===== src/rtl/dct_transpose_buffer.sv =====
// Ping-pong 8x8 transpose memory between the row-pass and column-pass 1D DCTs.
// Rows fill one bank while the other, already full, bank drains column by column.
module dct_transpose_buffer #(
    parameter int DATA_W = 16
) (
    input  logic                clk,
    input  logic                rst,
    input  logic                in_valid,
    output logic                in_ready,
    input  logic [8*DATA_W-1:0] in_row,
    output logic                out_valid,
    input  logic                out_ready,
    output logic [8*DATA_W-1:0] out_col,
    output logic [2:0]          out_col_idx,
    output logic                out_last
);

    logic [DATA_W-1:0] mem [2][8][8];
    logic [1:0]        full;
    logic              wbank;
    logic              rbank;
    logic [2:0]        wr_row;
    logic [2:0]        rd_col;
    logic              wr_fire;
    logic              rd_fire;

    // Handshake flags decode registered state only, so ready/valid never depend on the peer.
    assign in_ready    = !full[wbank];
    assign out_valid   = full[rbank];
    assign wr_fire     = in_valid && in_ready;
    assign rd_fire     = out_valid && out_ready;
    assign out_col_idx = rd_col;
    assign out_last    = out_valid && (rd_col == 3'd7);

    // NOTE: give every always_comb output a default first so no path can infer a latch.
    always_comb begin
        out_col = '0;
        for (int k = 0; k < 8; k++) begin
            out_col[k*DATA_W +: DATA_W] = mem[rbank][k][rd_col];
        end
    end

    // NOTE: storage sits in the async reset because a reset must leave out_col at zero;
    // sequential state always uses non-blocking assignments.
    always_ff @(posedge clk or posedge rst) begin
        if (rst) begin
            for (int b = 0; b < 2; b++) begin
                for (int r = 0; r < 8; r++) begin
                    for (int c = 0; c < 8; c++) begin
                        mem[b][r][c] <= '0;
                    end
                end
            end
            full   <= 2'b00;
            wbank  <= 1'b0;
            rbank  <= 1'b0;
            wr_row <= 3'd0;
            rd_col <= 3'd0;
        end else begin
            if (wr_fire) begin
                for (int c = 0; c < 8; c++) begin
                    mem[wbank][wr_row][c] <= in_row[c*DATA_W +: DATA_W];
                end
                wr_row <= wr_row + 3'd1;
                if (wr_row == 3'd7) begin
                    full[wbank] <= 1'b1;
                    wbank       <= !wbank;
                end
            end
            // A firing read always targets the other bank from a firing write.
            if (rd_fire) begin
                rd_col <= rd_col + 3'd1;
                if (rd_col == 3'd7) begin
                    full[rbank] <= 1'b0;
                    rbank       <= !rbank;
                end
            end
        end
    end

endmodule


===== config.mk =====
export PLATFORM = sky130hd
export DESIGN_NAME = dct_transpose_buffer
export DESIGN_NICKNAME = d
export VERILOG_FILES = /design/src/rtl/dct_transpose_buffer.sv
export SDC_FILE = /design/constraint.sdc
export NUM_CORES = 2
export LEC_CHECK = 0
export CAP_MARGIN = 5
export CORE_MARGIN = 8
export CORE_UTILIZATION = 62
export CTS_CLUSTER_DIAMETER = 30
export DETAILED_ROUTE_END_ITERATION = 16
export GPL_TIMING_DRIVEN = 1
export PLACE_DENSITY = 0.8
export SLEW_MARGIN = 40
export SYNTH_ARGS = -nofsm -noshare
export SYNTH_HDL_FRONTEND = slang
export SYNTH_SLANG_ARGS = --single-unit

===== constraint.sdc =====
create_clock -name clk -period 81.5 [get_ports clk]
set_input_delay 12.225 -clock clk [delete_from_list [all_inputs] [get_ports clk]]
set_output_delay 12.225 -clock clk [all_outputs]
set_load 0.005 [all_outputs]

==> summary.txt <==
Status
  • Outcome: finished, final reports clean

Setup path
  • Element type at the critical path end: output pin
  • Req. time, crit path: 69.28 ns
  • Crit path cell chain: buf_4 -> buf_4 -> and2_4 -> buf_4 -> a22oi_1 -> nand2_1 -> clkdlybuf4s50_1
  • R2r endpoint: mem[637]$_DFFE_PP0P_
  • CP top delay family: buffers and inverters
  • Worst Setup Path Type: flip-flop to output pin
  • Crit-path max FO: 35
  • CP bufs+invs: 4
  • Crit path launch type: flip-flop
  • Reg2Reg Launch Point: wr_row[2]$_DFFE_PP0P_
  • Crit path from: out_col_idx[1]$_DFFE_PP0P_
  • Worst EP arrival: 5.71 ns
  • R2R Setup Slk: 77.37 ns
  • Most Frequent Cell on Critical Path: buf_4
  • Critical-path top delay cell: dfrtp_4
  • Crit-path max cell delay: 0.77 ns
  • Worst setup path endpoint: out_col[98]
  • WP depth: 7
  • R2R cell count: 5

Clock network
  • Clock root buffer: clkbuf_16
  • Post-CTS Setup Inserts: 0
  • CTS resizes: 0
  • TritonCTS Buffers: 429
  • CTS max path bufs: 4
  • CTS Hold Bufs: 0
  • Clock Latency Late Sink: 0.97 ns
  • CTS sink count: 2,058
  • Reg clk slew, reported paths: 0.05 ns
  • CTS tree: yes
  • H-tree levels: 5

Route
  • DR vias/cell: 6.73
  • Routed Antenna Nets: 0
  • DRC Markers: 0
  • Via count: 56,900
  • Final wirelength: 289 mm
  • Initial DRC Count: 5,608
  • DR pass1 iterations: 5
  • Routed len/inst: 34.2 um

Synthesis
  • Synth area leader: dfrtp_1
  • Mapped Area: 93,300 um2
  • Proportion of synthesized chip area in sequential cells: 55.2%
  • Syn_nets: 5,918
  • Top cells by area, synth: dfrtp_1 55%, mux2_2 22%, mux4_2 11%, mux2_4 3.4%, a22oi_1 1.7%
  • #FFs+latches synth: 2,058
  • Netlist cell types: 43
  • Cells after synthesis: approximately 5,800
  • Ys async rst share: 100%
  • Top FF cell, synth: dfrtp_1
  • Syn Area/Cell: 16.1 um2
  • EDFF count, synth: 0
  • Top cell type's share of synthesized area: between 50% and 60%
  • Synth cell count leaders: 2,058 x dfrtp_1, 1,838 x mux2_2, 442 x mux4_2, 219 x buf_2, 215 x a22oi_1
  • Yosys warning total: 0
  • Most common cell in the netlist: dfrtp_1

Layout
  • Share of layout cells above drive strength 1: 54.5%
  • Nets: ~6,200
  • Layout area overhead: 20.1%
  • Non-Filler Instances: around 8,500
  • Layout Utilization: between 70% and 80%

Placed design
  • Detailed placement HPWL: ~170 mm
  • Placed insts: 7,657
  • PortBufs: 265
  • Routability cong.: 0.817

STA
  • F_max: 0.0558 GHz
  • Final Cycle Share: 22.0%
  • Fin Setup TNS: 0 ns
  • Worst-margin pin slew: 0.929 ns
  • Slew Limit Fails: 0
  • Relative slew slack: about two fifths
  • RSZ-0062 raised after global routing: false
  • Tmin final: 17.93 ns
  • Clk_skew: 0.0749 ns
  • Final setup fails: 0
  • Final hold vios: 0

Global route
  • Initial antenna violation count: 50
  • GRT met2 Usage: a little over half
  • Met3 usage: between 10% and 20%
  • GRT overflow: 0
  • First-pass GRT wire length: 427 mm
  • Most used routing layer: met2
  • Met1 usage: 46.2%
  • Vias in the first global route: 61,900
  • Largest net degree at the start of global routing: around 120
  • GRT Total Usage: a little over a third

Die
  • I/O pin cnt: 266
  • Initial Util: between 60% and 70%
  • Die extent in y: a little over 400 um
  • Core Region: 150,000 um2
  • Row count: 142
  • Die area: 163,000 um2
  • Die width: approximately 400 um

Hold path
  • Hold Crit Class: flip-flop to flip-flop

Power
  • Sw power: 1.73 mW
  • Combinational share of power: 34.1%
  • Pint: roughly 3.7 mW
  • Static leakage: approximately 51 nW
  • VDD IR-drop max: 32.8 uV
  • Pwr/cell area: approximately 49 nW/um2
  • Power, Total: 5.44 mW
  • Seq pwr share: 32.2%
  • Sw frac: a little under a third
  • Clock power share: 33.6%

Job
  • Number of max-cap violations: 0
## layout by cell type, fill, tap and decap left out, types with 6 or more instances in the layout
master / instances
clkbuf_16: 434
a22oi_1: 214
buf_12: 10
clkdlybuf4s50_1: 185
nor2b_1: 22
buf_6: 34
clkinv_2: 66
mux2i_1: 149
buf_2: 81
mux2_4: 212
mux4_2: 442
o22ai_1: 31
nand2_1: 116
a211oi_1: 19
nor2_1: 12
mux2_2: 1838
buf_4: 82
clkinv_4: 54
a21oi_1: 45
inv_6: 23
nand3_4: 6
dfrtp_1: 2054
clkbuf_8: 54
bufinv_16: 72
clkinvlp_4: 40
nand3_1: 20
buf_16: 8
clkbuf_1: 31
diode_2: 23
## logic make-up (layout without fill, tap and decap cells)
logic type | Yosys count | count (layout) | share of synthesized area [%]
buffers and inverters | 540 | 1181 | 3.31
XOR/XNOR | 2 | 2 | 0.0188
other | 0 | 23 | 0
flip-flops | 2058 | 2058 | 55.2
adder cells (fa/ha/maj) | 4 | 4 | 0.0537
AO/OA/AOI/OAI | 325 | 325 | 2.44
AND/OR/NAND/NOR | 208 | 208 | 1.03
multiplexers | 2645 | 2645 | 37.9
## registers in the layout, indices dropped and copies added, names as in the netlist
name and flops:
full 2, mem 2048, out_col_idx 3, rbank 1
wbank 1, wr_row 3
## worst min path at each step
stage	startpoint	to	slack, ns	depth (start not counted)
after floorplan	mem[1794]$_DFFE_PP0P_	mem[1794]$_DFFE_PP0P_	0.46	1
after global placement	mem[1795]$_DFFE_PP0P_	mem[1795]$_DFFE_PP0P_	0.47	1
after detailed placement	mem[1796]$_DFFE_PP0P_	mem[1796]$_DFFE_PP0P_	0.48	1
after CTS	mem[1795]$_DFFE_PP0P_	mem[1795]$_DFFE_PP0P_	0.49	1
after global routing	mem[793]$_DFFE_PP0P_	mem[793]$_DFFE_PP0P_	0.50	1
final	mem[1795]$_DFFE_PP0P_	mem[1795]$_DFFE_PP0P_	0.49	1
## area by class of cell
cell class                 instances  area (um2)
inverter                           2        15.0
fill                            8472       37600
antenna                           23        57.6
tap                             2016        2520
clock inverter                   260        3570
timing repair buffer             402        3700
clock buffer                     517       11700
multi-input combinational       3184       38900
sequential                      2058       51500
## per-layer routing
layer	vias up	share of wire [%]
met5	-	0.023
met4	10	6.1
met3	730	10
met2	2976	46
met1	30900	38
li1	22400	-
## power groups by stage
stage | clock network (mW) | logic [mW] | registers (mW)
floorplan | 0 | 1.21 | 1.68
global placement | 0 | 1.76 | 1.71
detailed placement | 0 | 1.81 | 1.74
CTS | 1.84 | 1.84 | 1.75
global route | 1.89 | 1.94 | 1.80
finish | 1.83 | 1.86 | 1.75
## worst reg2reg max path, cell delays in order, from the launching register on
cell and delay (ns):
dfrtp_1 0.64, and2b_1 0.57, and3_4 0.69, buf_4 0.74
buf_4 0.85, mux2_2 0.51
## stage by stage
step	hold WS (ns)	instance area [um2]	worst slack (ns)
finish	0.491	112000	63.57
floorplan	0.459	93300	11.14
detailed placement	0.480	96600	63.74
global route	0.503	112000	63.41
CTS	0.492	112000	63.07
global placement	0.469	96600	62.80
(Power assumes the default switching activity.)
